$ cat src/rtl/xylo_pkg.sv
// xylo_pkg: shared types and the default song table for the xylo sequencer.
//   state_t      FSM states {IDLE, LOAD, PLAY, GAP, DONE}
//   END_CODE     note code that marks the end of the song
//   rom_entry_t  {beats_m1[1:0], code[3:0]}; a note lasts beats_m1+1 beats
//   SONG         default song table
//   song_entry() bounds-checked table read; out-of-table reads return the end marker
package xylo_pkg;

    typedef enum logic [2:0] {
        IDLE = 3'd0,
        LOAD = 3'd1,
        PLAY = 3'd2,
        GAP  = 3'd3,
        DONE = 3'd4
    } state_t;

    localparam logic [3:0] END_CODE = 4'hF;

    typedef struct packed {
        logic [1:0] beats_m1;
        logic [3:0] code;
    } rom_entry_t;

    localparam int SONG_LEN = 8;

    localparam rom_entry_t SONG [SONG_LEN] = '{
        '{beats_m1: 2'd0, code: 4'd0},
        '{beats_m1: 2'd0, code: 4'd2},
        '{beats_m1: 2'd1, code: 4'd4},
        '{beats_m1: 2'd0, code: 4'd5},
        '{beats_m1: 2'd0, code: 4'd7},
        '{beats_m1: 2'd1, code: 4'd9},
        '{beats_m1: 2'd3, code: 4'd11},
        '{beats_m1: 2'd0, code: END_CODE}
    };

    function automatic rom_entry_t song_entry(input int unsigned idx);
        rom_entry_t e;
        e = '{beats_m1: 2'd0, code: END_CODE};
        if (idx < SONG_LEN) begin
            e = SONG[idx[2:0]];
        end
        return e;
    endfunction

endpackage

$ cat src/rtl/xylo_beat_timer.sv
// xylo_beat_timer: measures the hold time of one note.
//   clock, reset  clock / synchronous active-high reset
//   load          restarts the timer with a new beat count (also used as clear)
//   en            timer advances only while enabled (note is playing)
//   beats_m1      number of beats minus one for the note being loaded
//   expire        high on the last cycle of (beats_m1+1)*TICKS_PER_BEAT enabled cycles
module xylo_beat_timer #(
    parameter int TICKS_PER_BEAT = 4
) (
    input  logic       clock,
    input  logic       reset,
    input  logic       load,
    input  logic       en,
    input  logic [1:0] beats_m1,
    output logic       expire
);

    localparam int PW = (TICKS_PER_BEAT > 1) ? $clog2(TICKS_PER_BEAT) : 1;
    localparam logic [PW-1:0] LAST_TICK = PW'(TICKS_PER_BEAT - 1);

    logic [PW-1:0] presc_q, presc_d;
    logic [1:0]    beat_q,  beat_d;
    logic          last_tick;

    assign last_tick = (presc_q == LAST_TICK);

    always_comb begin
        presc_d = presc_q;
        beat_d  = beat_q;
        if (load) begin
            presc_d = '0;
            beat_d  = beats_m1;
        end else if (en) begin
            if (last_tick) begin
                presc_d = '0;
                beat_d  = beat_q - 2'd1;
            end else begin
                presc_d = presc_q + PW'(1);
            end
        end
    end

    always_ff @(posedge clock) begin
        if (reset) begin
            presc_q <= '0;
            beat_q  <= '0;
        end else begin
            presc_q <= presc_d;
            beat_q  <= beat_d;
        end
    end

    assign expire = en && !load && last_tick && (beat_q == 2'd0);

endmodule

$ cat src/rtl/xylo_sequencer.sv
// xylo_sequencer: plays the song table from xylo_pkg::SONG into a Notas decoder.
//   clock, reset  clock / synchronous active-high reset
//   start         level; begins playback from entry 0 when in IDLE or DONE
//   stop          aborts playback (wins over start), returns to IDLE
//   a,b,c,d       current note code, a = MSB
//   ready         one-cycle strobe on the first cycle a note is presented
//   busy          high in LOAD/PLAY/GAP
//   done          high in DONE
//   pos           index of the entry being played
// Build option: define XYLO_LOOP_EN to repeat the song forever instead of
// finishing in DONE.
module xylo_sequencer
    import xylo_pkg::*;
#(
    parameter int TICKS_PER_BEAT = 4,
    parameter int ROM_DEPTH      = 8,
    parameter int IDX_W          = $clog2(ROM_DEPTH)
) (
    input  logic             clock,
    input  logic             reset,
    input  logic             start,
    input  logic             stop,
    output logic             a,
    output logic             b,
    output logic             c,
    output logic             d,
    output logic             ready,
    output logic             busy,
    output logic             done,
    output logic [IDX_W-1:0] pos
);

    // pos carries one extra bit so stepping past the last entry is visible
    // in LOAD instead of silently wrapping to entry 0.
    localparam logic [IDX_W:0] LAST_POS = (IDX_W + 1)'(ROM_DEPTH - 1);

    state_t         state_q, state_d;
    logic [IDX_W:0] pos_q,   pos_d;
    logic [3:0]     code_q,  code_d;
    logic           ready_q, ready_d;

    rom_entry_t     entry;
    logic           song_end;
    logic           tmr_load;
    logic           tmr_expire;

    assign entry    = song_entry(32'(pos_q));
    assign song_end = (pos_q > LAST_POS) || (entry.code == END_CODE);

    xylo_beat_timer #(
        .TICKS_PER_BEAT(TICKS_PER_BEAT)
    ) u_timer (
        .clock   (clock),
        .reset   (reset),
        .load    (tmr_load),
        .en      (state_q == PLAY),
        .beats_m1(entry.beats_m1),
        .expire  (tmr_expire)
    );

    always_comb begin
        state_d  = state_q;
        pos_d    = pos_q;
        code_d   = code_q;
        ready_d  = 1'b0;
        tmr_load = 1'b0;

        if (stop && state_q != IDLE) begin
            state_d  = IDLE;
            pos_d    = '0;
            code_d   = '0;
            tmr_load = 1'b1;
        end else begin
            unique case (state_q)
                IDLE: begin
                    if (start && !stop) begin
                        state_d = LOAD;
                        pos_d   = '0;
                    end
                end
                LOAD: begin
                    if (song_end) begin
`ifdef XYLO_LOOP_EN
                        // Wrap: note code stays on a..d until the next PLAY entry.
                        state_d = LOAD;
                        pos_d   = '0;
`else
                        state_d = DONE;
                        code_d  = '0;
`endif
                    end else begin
                        state_d  = PLAY;
                        code_d   = entry.code;
                        ready_d  = 1'b1;
                        tmr_load = 1'b1;
                    end
                end
                PLAY: begin
                    if (tmr_expire) begin
                        state_d = GAP;
                    end
                end
                GAP: begin
                    state_d = LOAD;
                    pos_d   = pos_q + (IDX_W + 1)'(1);
                end
                DONE: begin
                    if (start) begin
                        state_d = LOAD;
                        pos_d   = '0;
                    end
                end
                default: begin
                    state_d = IDLE;
                end
            endcase
        end
    end

    always_ff @(posedge clock) begin
        if (reset) begin
            state_q <= IDLE;
            pos_q   <= '0;
            code_q  <= '0;
            ready_q <= 1'b0;
        end else begin
            state_q <= state_d;
            pos_q   <= pos_d;
            code_q  <= code_d;
            ready_q <= ready_d;
        end
    end

    assign {a, b, c, d} = code_q;
    assign ready        = ready_q;
    assign busy         = (state_q == LOAD) || (state_q == PLAY) || (state_q == GAP);
    assign done         = (state_q == DONE);
    assign pos          = pos_q[IDX_W-1:0];

endmodule

$ cat config.mk
export PLATFORM = sky130hd
export DESIGN_NAME = xylo_sequencer
export DESIGN_NICKNAME = d
export VERILOG_FILES = /design/src/rtl/xylo_pkg.sv /design/src/rtl/xylo_beat_timer.sv /design/src/rtl/xylo_sequencer.sv
export SDC_FILE = /design/constraint.sdc
export NUM_CORES = 1
export LEC_CHECK = 0
export CAP_MARGIN = 20
export CORE_ASPECT_RATIO = 0.7
export CORE_UTILIZATION = 26
export CTS_CLUSTER_SIZE = 40
export DETAILED_ROUTE_END_ITERATION = 7
export PLACE_DENSITY = 0.46
export SYNTH_ARGS = -nofsm -noshare
export SYNTH_HDL_FRONTEND = slang
export SYNTH_SLANG_ARGS = --single-unit
$ cat constraint.sdc
create_clock -name clock -period 3 [get_ports clock]
set_clock_uncertainty 0.2 [all_clocks]
set_input_delay 0.9 -clock clock [delete_from_list [all_inputs] [get_ports clock]]
set_output_delay 0.9 -clock clock [all_outputs]
set_load 0.02 [all_outputs]
==> run metrics <==
Lkg Pwr ~0.40 nW; xor and xnor fraction of the mapped netlist area approximately 1.9%; initial antenna violation count 0; dpl cell area about 1100 µm²; startpoint types register; relative slew slack a little over two thirds; clk root buf clkbuf_8; cell taking the most area after synthesis dfxtp_1; post-CTS setup buffers 0; CTS tree done; top cells by area, synth dfxtp_1 35%, ha_1 11%, nor2_1 6.1%; Die Wd around 73 µm; syn_nets 120; DRC viols 0; Clock transition at path regs 0.06 ns; vias 750; WHS between 0.2 and 0.3 ns; Layout area overhead 22.2%; # diodes 0; syn avg cell area ~8.5 µm²; Yosys reg bits 16; hold_buf cts 0; crit path DAT 1.67 ns; drt pass-1 iters 4; largest family of logic cells by synthesized area simple AND/OR/NAND/NOR gates; Fmax 361 MHz; Initial Utilization between 20 and 30%; Hold WC Path Type register to register; number of port buffers 13; Post-Synth Adder-Cell Area a little over a tenth; final net count approximately 130; Mapped Area roughly 900 µm²; sequential cell area fraction in the yosys report between 30% and 40%; die height between 50 and 60 µm; antenna-violating nets left 0; setup violators final 0; PwrDens between 400 and 500 nW/µm²; Vias/cell 4.52; final-report hold violation count 0; first-pass GRT wire length between 3000 and 4000 µm; max-slew violation count 0; multiplexer area fraction after synthesis about 3.4%; RSZ-0062 raised after global routing no; Wirelength per Cell approximately 11 µm; Tmin final ~2.8 ns; WS Path Type register to primary output; compound-cell area share of the yosys netlist ~17%; peak supply drop between 150 and 200 µV; Synth Warn # 0; Worst Tran Pin Value 0.452 ns; endpoint class of the critical path primary output; maxcap violations 0; status finished clean; number of DRC markers in iteration 0 22; final core utilization 34.4%; CTS Buffer Depth 2; largest net degree at the start of global routing 14; Tcrit/Tclk final between 90% and 100%; critical-path maximum fanout 9; Fillers about 340; I/O pin cnt 14; layout cells sized above 1 9.24%; Yosys top cell area share a little over a third; Distinct cells, synth 36; Final Wtd Congestion between 0.7 and 0.8; Worst EP required about 1.9 ns; Synth Area in Simple Gates 24.1%; die footprint around 3800 µm²; total global routing overflow 0; hpwl dp approximately 1500 µm; Synth Instances about 110; CTS Buf Count 3; Rows 17; vias in the first global route around 680; DRT Wirelength ~1900 µm; post-cts sizing count 0; GR Util All Layers between 10% and 20%; clk sinks 16; clk_lat worst skew 0.25 ns; Core Box Area approximately 3300 µm²; Final Cell Area approximately 1100 µm²; setup tns final 0 ns; H-tree depth 1
## state kept, by name (all words and copies together), names as in the netlist
register,cells
code_q,4
u_timer.presc_q,2
state_q,3
u_timer.beat_q,2
ready,1
pos_q,4
## through the flow
| step | total power [W] | instances | worst slack [ns] |
|---|---|---|---|
| after floorplan | 0.000252 | 108 | 1.01 |
| after global placement | 0.000268 | 162 | 0.546 |
| after detailed placement | 0.000268 | 162 | 0.508 |
| after CTS | 0.000459 | 166 | 0.227 |
| after global routing | 0.000472 | 166 | 0.120 |
| final | 0.000452 | 166 | 0.227 |
## cell type report
class                   count  area [µm²]  share of cell area (%)
well taps                  47        58.8                    5.25
multi-input cells          79         531                    47.3
inverters                   7        26.3                    2.34
repair buffers             13         130                    11.6
clock buffers               4        55.1                    4.91
flip-flops and latches     16         320                    28.6
## cells in the mapped netlist
master	instances
dfxtp_1	16
nor2_1	15
nand2_1	9
a21oi_1	8
ha_1	8
inv_1	7
buf_4	4
a22oi_1	3
nand2b_1	3
nand3_1	3
a31oi_1	2
mux2i_1	2
o2111ai_1	2
o21ai_0	2
or3b_2	2
xnor2_1	2
a211o_1	1
a211oi_1	1
a21bo_2	1
a21boi_0	1
a21o_1	1
a21oi_2	1
and2_1	1
and2b_1	1
and3b_1	1
and4bb_2	1
buf_2	1
clkbuf_2	1
mux2_2	1
nor2b_1	1
nor3_1	1
nor3b_2	1
nor4_1	1
o31ai_1	1
or3_1	1
or3b_1	1
## layer usage
layer	GRT usage [%]	up-vias	share of wire [%]
li1	-	394	-
met1	15.9	345	56
met2	15.9	9	40
met3	4.07	2	3.4
met4	2.61	0	0.37
met5	0	-	0
## logic make-up after synthesis
group | Yosys count
muxes | 3
DFF | 16
and+or+nand+nor | 42
xor gates and xnor gates | 2
AOI/OAI and AO/OA | 24
adders and majority gates | 8
buffers and inverters | 13
## final timing paths
kind	start	to	slack (ns)	cells after the start
hold reg to reg	code_q[2]$_SDFFE_PP0N_	code_q[2]$_SDFFE_PP0N_	0.25	2
hold / removal	code_q[2]$_SDFFE_PP0N_	code_q[2]$_SDFFE_PP0N_	0.25	2
setup / recovery	state_q[1]$_SDFFE_PP0P_	done	0.23	3
setup reg to reg	pos_q[0]$_SDFFE_PP0P_	state_q[2]$_SDFFE_PP0P_	0.77	6
## where the power goes
part	switching, W	total, W	internal, W
Sequential	0.00000439	0.000220	0.000216
Combinational	0.0000246	0.0000439	0.0000193
Clock	0.0000717	0.000188	0.000116
Total	0.000101	0.000452	0.000351
## critical path, cell delays in order (launching register included)
cell and delay, ns:
dfxtp_1 0.39, nor2_1 0.28, and2_1 0.17, clkdlybuf4s50_1 0.60
## cell usage in the layout, fill, tap and decap left out, drive strengths merged, types with 2 or more instances in the layout
cell type      count
a21oi              9
o21ai              2
or3b               3
dfxtp             16
mux2i              2
clkbuf             4
a31oi              2
inv                7
a22oi              3
clkdlybuf4s50     13
nor2              15
xnor2              2
ha                 8
nand2              9
nand3              3
nand2b             3
o2111ai            2
Note: power is estimated with default switching activity, not from simulation.
